[src/rtl/pwm_cmp_update_ctrl.sv]
// rtl/pwm_cmp_update_ctrl.sv - shadow/active compare register update controller for PWM channels
module pwm_cmp_update_ctrl #(
  parameter int NUM_CH = 16,
  parameter int CNT_W  = 12,
  parameter int CH_W   = 4
) (
  input  logic                    clk_psc_i,
  input  logic                    rst_i,
  input  logic                    wr_req_i,
  input  logic [CH_W-1:0]         wr_ch_i,
  input  logic [CNT_W-1:0]        wr_start_i,
  input  logic [CNT_W-1:0]        wr_end_i,
  input  logic                    wr_mode_i,
  output logic                    wr_ack_o,
  output logic                    wr_err_o,
  input  logic                    cnt_wrap_i,
  input  logic                    upd_en_i,
  input  logic                    force_upd_i,
  output logic [NUM_CH*CNT_W-1:0] cmp_start_o,
  output logic [NUM_CH*CNT_W-1:0] cmp_end_o,
  output logic [NUM_CH-1:0]       mode_o,
  output logic [NUM_CH-1:0]       pend_o,
  output logic                    upd_done_o,
  output logic [7:0]              upd_cnt_o
);

  typedef enum logic [1:0] {
    ST_IDLE = 2'd0,
    ST_ACK  = 2'd1,
    ST_HOLD = 2'd2
  } wr_state_e;

  wr_state_e state_q, state_d;

  logic [CNT_W-1:0] sh_start  [NUM_CH];
  logic [CNT_W-1:0] sh_end    [NUM_CH];
  logic             sh_mode   [NUM_CH];
  logic [CNT_W-1:0] act_start [NUM_CH];
  logic [CNT_W-1:0] act_end   [NUM_CH];
  logic             act_mode  [NUM_CH];
  logic [NUM_CH-1:0] pend_q;
  logic             err_q;
  logic             done_q;
  logic [7:0]       cnt_q;

  logic wr_take;
  logic wr_ok;
  logic commit;

  // Write is taken on the IDLE edge that first sees the request; validity is judged on that edge's data.
  assign wr_take = (state_q == ST_IDLE) && wr_req_i;
  assign wr_ok   = (32'(wr_ch_i) < NUM_CH) && (wr_start_i <= wr_end_i);
  assign commit  = (cnt_wrap_i && upd_en_i) || force_upd_i;

  // Handshake state register.
  always_ff @(posedge clk_psc_i) begin
    if (rst_i) state_q <= ST_IDLE;
    else       state_q <= state_d;
  end

  // Handshake next-state: one ack per request, request must drop before the next one.
  always_comb begin
    state_d = state_q;
    case (state_q)
      ST_IDLE: if (wr_req_i) state_d = ST_ACK;
      ST_ACK:  state_d = ST_HOLD;
      ST_HOLD: if (!wr_req_i) state_d = ST_IDLE;
      default: state_d = ST_IDLE;
    endcase
  end

  // Shadow load, commit to active, pending flags; a write on a commit edge lands after the commit.
  always_ff @(posedge clk_psc_i) begin
    if (rst_i) begin
      for (int i = 0; i < NUM_CH; i++) begin
        sh_start[i]  <= '0;
        sh_end[i]    <= '0;
        sh_mode[i]   <= 1'b0;
        act_start[i] <= '0;
        act_end[i]   <= '0;
        act_mode[i]  <= 1'b0;
      end
      pend_q <= '0;
      err_q  <= 1'b0;
      done_q <= 1'b0;
      cnt_q  <= '0;
    end else begin
      for (int i = 0; i < NUM_CH; i++) begin
        if (commit && pend_q[i]) begin
          act_start[i] <= sh_start[i];
          act_end[i]   <= sh_end[i];
          act_mode[i]  <= sh_mode[i];
          pend_q[i]    <= 1'b0;
        end
        if (wr_take && wr_ok && (wr_ch_i == CH_W'(i))) begin
          sh_start[i] <= wr_start_i;
          sh_end[i]   <= wr_end_i;
          sh_mode[i]  <= wr_mode_i;
          pend_q[i]   <= 1'b1;
        end
      end
      if (wr_take) err_q <= !wr_ok;
      done_q <= commit && (|pend_q);
      if (commit && (|pend_q)) cnt_q <= cnt_q + 8'd1;
    end
  end

  // Pack active registers onto the flat comparator buses.
  always_comb begin
    cmp_start_o = '0;
    cmp_end_o   = '0;
    mode_o      = '0;
    for (int i = 0; i < NUM_CH; i++) begin
      cmp_start_o[i*CNT_W +: CNT_W] = act_start[i];
      cmp_end_o[i*CNT_W +: CNT_W]   = act_end[i];
      mode_o[i]                     = act_mode[i];
    end
  end

  assign wr_ack_o   = (state_q == ST_ACK);
  assign wr_err_o   = (state_q == ST_ACK) && err_q;
  assign pend_o     = pend_q;
  assign upd_done_o = done_q;
  assign upd_cnt_o  = cnt_q;

endmodule

[config.mk]
export PLATFORM = sky130hd
export DESIGN_NAME = pwm_cmp_update_ctrl
export DESIGN_NICKNAME = d
export VERILOG_FILES = /design/src/rtl/pwm_cmp_update_ctrl.sv
export SDC_FILE = /design/constraint.sdc
export NUM_CORES = 1
export LEC_CHECK = 0
export CAP_MARGIN = 20
export CELL_PAD_IN_SITES_DETAIL_PLACEMENT = 1
export CELL_PAD_IN_SITES_GLOBAL_PLACEMENT = 1
export CORE_UTILIZATION = 45
export DETAILED_ROUTE_END_ITERATION = 16
export PLACE_DENSITY = 0.8
export SLEW_MARGIN = 20
export SYNTH_ARGS = -nofsm -noshare
export SYNTH_HDL_FRONTEND = slang
export SYNTH_SLANG_ARGS = --single-unit
export TNS_END_PERCENT = 5
[constraint.sdc]
create_clock -name clk_psc_i -period 5.7 [get_ports clk_psc_i]
set_input_delay 1.14 -clock clk_psc_i [delete_from_list [all_inputs] [get_ports clk_psc_i]]
set_output_delay 1.14 -clock clk_psc_i [all_outputs]
set_load 0.01 [all_outputs]
After elaboration in Yosys (flattened, before gate mapping)

Memories as Yosys holds them, arrays and structs flattened.
Cells that the tools add are included.

Flip-flop bits (word level): 28
Input port bits: 35
Logic and storage cells: 431
RAM bits: 800
Output and inout port bits: 427
Memories kept: 6

$lt $le $gt $ge: 1
Equality and inequality tests: 19
Add/subtract/negate cells: 1
Muxes and demuxes: 229
Reduce and logical (&&, ||, !) cells: 59
Bitwise gates (word level): 96

Memory list:

| memory    | words | width | rd ports | clocked after memory_dff | write ports | RTL line | RTL |
|---|---|---|---|---|---|---|---|
| act_end   | 16    | 12    | 16       | 0                        | 16          | 39       | `logic [CNT_W-1:0] act_end [NUM_CH];` |
| act_start | 16    | 12    | 16       | 0                        | 16          | 38       | `logic [CNT_W-1:0] act_start [NUM_CH];` |
| sh_end    | 16    | 12    | 16       | 0                        | 16          | 36       | `logic [CNT_W-1:0] sh_end [NUM_CH];` |
| sh_start  | 16    | 12    | 16       | 0                        | 16          | 35       | `logic [CNT_W-1:0] sh_start [NUM_CH];` |
| act_mode  | 16    | 1     | 16       | 0                        | 16          | 40       | `logic act_mode [NUM_CH];` |
| sh_mode   | 16    | 1     | 16       | 0                        | 16          | 37       | `logic sh_mode [NUM_CH];` |

Operators with widths:

| operator                                                              | number |
|---|---|
| 12-bit 2-to-1 mux                                                     | 64 |
| 1-bit 2-to-1 mux                                                      | 162 |
| 1-bit bitwise OR                                                      | 96 |
| 1-bit logical AND                                                     | 37 |
| 4-bit equality test, second input constant                            | 8 |
| 2-bit nonzero test                                                    | 16 |
| 4-bit by 3-bit equality test with 1-bit output, second input constant | 4 |
| 16-bit OR reduction                                                   | 1 |
| 12-bit less-or-equal comparator                                       | 1 |
| 8-bit by 1-bit adder with 8-bit output, second input constant         | 1 |
| 4-bit by 2-bit equality test with 1-bit output, second input constant | 2 |
| 2-bit case mux with 3 select lines                                    | 1 |
| 4-bit by 1-bit equality test with 1-bit output, second input constant | 1 |
| 4-bit logical NOT                                                     | 1 |
| 2-bit 2-to-1 mux                                                      | 2 |
| 2-bit != test, second input constant                                  | 2 |
| 2-bit by 1-bit equality test with 1-bit output, second input constant | 1 |
| 2-bit equality test, second input constant                            | 1 |
| 2-bit logical NOT                                                     | 1 |
| 2-bit AND reduction                                                   | 1 |
| 1-bit logical NOT                                                     | 1 |
| 1-bit logical OR                                                      | 1 |

Logic depth before layout (Yosys ltp)

Word-level depth: 8
Gate-level depth with buffers: 11

Least setup slack after synthesis

OpenSTA, ideal clock, no wires.

Path kind: input -> register
Start: input wr_end_i[11]
End: memory sh_end[10][0], in the netlist sh_end[1][24], enable pin
Stages: 10
Buffers on the path: 3
Setup slack: 0.810 ns
Data required time: 5.254 ns
Arrival time: 4.445 ns
Path through: inv_1 -> ha_1 -> nand4_1 -> or3_1 -> buf_2 -> clkinv_1 -> a31oi_1 -> buf_6 -> buf_2 -> o31ai_1

RTL lines:

| item        | RTL line | RTL |
|---|---|---|
| from (decl) | 12       | `input logic [CNT_W-1:0] wr_end_i,` |
| to (decl)   | 36       |  |

==> results.sh <==
export IMPL_wl_met1_mm=37.4
export IMPL_final_setup_skew_ns=0.0298
export IMPL_vias=19100
export IMPL_synth_edf_count=800
export IMPL_synth_top_cell_area_share_pct=75.7
export IMPL_initial_core_util_pct=45.9
export IMPL_maxCapViolations=0
export IMPL_finalSetupTns_ns=0
export IMPL_hold_class="reg2reg"
export IMPL_dr_max_layer_used="met5"
export IMPL_grt_first_pass_wirelength_mm=141
export IMPL_fillCellCount=6396
export IMPL_endpoint_kind="register"
export IMPL_critPathLaunchType="input pin"
export IMPL_cts_made_buffers=85
export IMPL_dr_pass1_iters=5
export IMPL_clock_path_buffers=3
export IMPL_min_to="act_end[1][35]$_SDFFCE_PP0P_"
export IMPL_synth_nets=2008
export IMPL_area_delta_synth_final_pct=27.5
export IMPL_rows=96
export IMPL_power_density_nw_per_um2=339
export IMPL_required_ns=6.00
export IMPL_cts_sinks=828
export IMPL_hpwlAfterDp_mm=65.5
export IMPL_wl_per_cell_um=29.2
export IMPL_syn_avg_cell_area_um2=16.2
export IMPL_place_ws_ns=0.917
export IMPL_grt_max_degree=251
export IMPL_drc=0
export IMPL_postCtsSetupBuffers=0
export IMPL_drt_iter0_drc=2109
export IMPL_cts_hold_buf=0
export IMPL_grt_pass1_vias=20200
export IMPL_coreArea_um2=69200
export IMPL_antenna_found_initial=6
export IMPL_track_usage_pct=27.7
export IMPL_rsz0062_at_grt="false"
export IMPL_synth_area_leader_cell="edfxtp_1"
export IMPL_reg2reg_to="sh_start[0][93]$_SDFFCE_PN0P_"
export IMPL_worstHoldPathCells=1
export IMPL_final_antenna_net_count=0
export IMPL_path_buf_inv=3
export IMPL_synth_warning_count=0
export IMPL_period_share_pct=73.2
export IMPL_ios=462
export IMPL_final_nets=2461
export IMPL_drv_slew=0
export IMPL_wl_mm=99.7
export IMPL_rr_startpoint="state_q[1]$_SDFFE_PP0P_"
export IMPL_grt_overflow=0
export IMPL_critPathMaxFanout=19
export IMPL_viasPerCell=5.58
export IMPL_yosysSeqAreaShare_pct=77.5
export IMPL_synth_seq_cells=828
export IMPL_tightest_slew_ns=1.20
export IMPL_async_flop_share_pct=0
export IMPL_met2WireLength_mm=51.6
export IMPL_cts_tree="done"
export IMPL_syn_cell_area_um2=31700
export IMPL_cts_clk_slew_worst_paths_ns=0.06
export IMPL_finalHoldViolCount=0
export IMPL_worst_path_max_delay_cell="o31ai_4"
export IMPL_period_minus_slack_ns=4.17
export IMPL_htreeDepth=3
export IMPL_status="completed"
export IMPL_fin_ws_ns=1.53
export IMPL_power_leakage_nw=14.6
export IMPL_max_freq_mhz=240
export IMPL_crit_chain="clkdlybuf4s50_1, inv_1, ha_1, nor2b_1, o211ai_1, a211o_1, a31oi_4, o31ai_4, buf_4"
export IMPL_setup_viol=0
export IMPL_ys_types=40
export IMPL_ctsResizeCount=0
export IMPL_vdd_ir_drop_max_mv=0.217
export IMPL_cts_root_buf="clkbuf_16"
export IMPL_io_buffers=461
export IMPL_synthTopCellsByArea="edfxtp_1 (76%), nor3_2 (5.7%), and3_1 (5.0%)"
export IMPL_die_h_um=268
export IMPL_reg2reg_slack_ns=2.76
export IMPL_hp_start="sh_end[1][35]$_DFFE_PP_"
export IMPL_critPathTopFamily="compound AO/OA/AOI/OAI gates"
export IMPL_wl_met3_mm=6.49
export IMPL_synth_ff_type="edfxtp_1"
export IMPL_clk_latency_ns=0.64
export IMPL_arrival_ns=4.47
export IMPL_cpPeakStageDelay_ns=0.73
export IMPL_reg2regPathDepth=5
export IMPL_crit_type="in2reg"
export IMPL_gp_congestion=0.832
export IMPL_slew_headroom_pct=19.5
export IMPL_fp_dieW_um=268
export IMPL_syn_instance_count=1960
export IMPL_dieArea_um2=71600
export IMPL_drive_above_1_share_pct=17.8
cell usage after synthesis (all sizes together), types with 2 or more instances:
master,instances
nand2,114
nor2,43
inv,16
nor2b,167
clkbuf,123
clkinv,2
ha,13
nand4,23
nand3,2
xor2,6
buf,40
dfxtp,28
a21oi,23
a32oi,4
o21ai,5
a41oi,2
nand2b,6
edfxtp,800
o31ai,12
nor3,244
and3,252
and2,2
a22oi,12
nor4,10
per-layer routing:
metal / GRT usage [%] / up-vias
met1: 34.2 / 9837
met2: 48.2 / 800
met4: 12.1 / 4
met5: 0 / -
met3: 4.13 / 196
li1: - / 8234
registers in the layout (all words and copies together), names as in the netlist:
name / cells
sh_start: 192
act_mode: 16
sh_mode: 16
sh_end: 192
upd_cnt_o: 8
act_end: 192
pend_o: 16
upd_done_o: 1
state_q: 2
act_start: 192
err_q: 1
power by group:
group	switching [mW]	internal, mW
clock	2.35	3.24
sequential	0.113	6.95
combinational	0.686	0.351
total	3.15	10.5
worst max-delay path by stage:
stage / slack, ns / startpoint / cells past startpoint / endpoint
after floorplan: 0.81 / wr_end_i[11] / 10 / sh_end[1][24]$_DFFE_PP_
after global placement: 1.04 / wr_end_i[1] / 9 / sh_start[1][21]$_SDFFCE_PN0P_
after detailed placement: 0.92 / wr_end_i[1] / 9 / sh_start[1][0]$_SDFFCE_PN0P_
after CTS: 1.57 / wr_end_i[1] / 9 / sh_start[1][0]$_SDFFCE_PN0P_
after global routing: 1.37 / wr_end_i[1] / 9 / sh_start[0][8]$_SDFFCE_PN0P_
final: 1.53 / wr_end_i[1] / 9 / sh_start[0][8]$_SDFFCE_PN0P_
area by class of cell:
cell class | instances | area, um2 | area share, %
inverter | 18 | 67.6 | 0.167
sequential | 828 | 24600 | 60.8
multi-input combinational | 951 | 6630 | 16.4
antenna | 5 | 12.5 | 0.0309
clock buffer | 99 | 2240 | 5.55
clock inverter | 57 | 553 | 1.37
tap | 931 | 1160 | 2.88
timing repair buffer | 529 | 5200 | 12.8
metrics by stage:
stage	instance area [um2]	hold WS [ns]	std cells	total power [mW]	utilization [%]
2_1_floorplan	31700	0.509	1960	7.62	-
3_3_place_gp	37600	0.504	3256	8.17	54.3
3_5_place_dp	37600	0.510	3257	8.23	54.4
4_1_cts	40400	0.511	3413	13.8	58.4
5_1_grt	40400	0.550	3414	14.0	58.5
6_report	40500	0.517	3418	13.7	58.5
layout by cell type (no fill, tap or decap), types with 21 or more instances in the layout:
| master | netlist | final |
|---|---|---|
| nor3_2 | 180 | 180 |
| dfxtp_1 | 28 | 26 |
| nor3_1 | 64 | 64 |
| clkdlybuf4s50_1 | 0 | 460 |
| buf_4 | 0 | 62 |
| nand2_1 | 114 | 102 |
| nand4_1 | 23 | 23 |
| clkbuf_16 | 0 | 88 |
| nor2b_1 | 167 | 154 |
| nor2_1 | 43 | 31 |
| a21oi_1 | 21 | 21 |
| edfxtp_1 | 800 | 800 |
| and3_1 | 252 | 252 |
kinds of logic after synthesis:
kind of cell / synth area share (%)
adder cells (fa/ha/maj): 0.513
flip-flops: 77.5
AND/OR/NAND/NOR: 17.7
multiplexers: 0.0315
XOR/XNOR: 0.193
buffers and inverters: 2.69
AO/OA/AOI/OAI: 1.35
No activity file was read; power rests on OpenSTA's default activity.
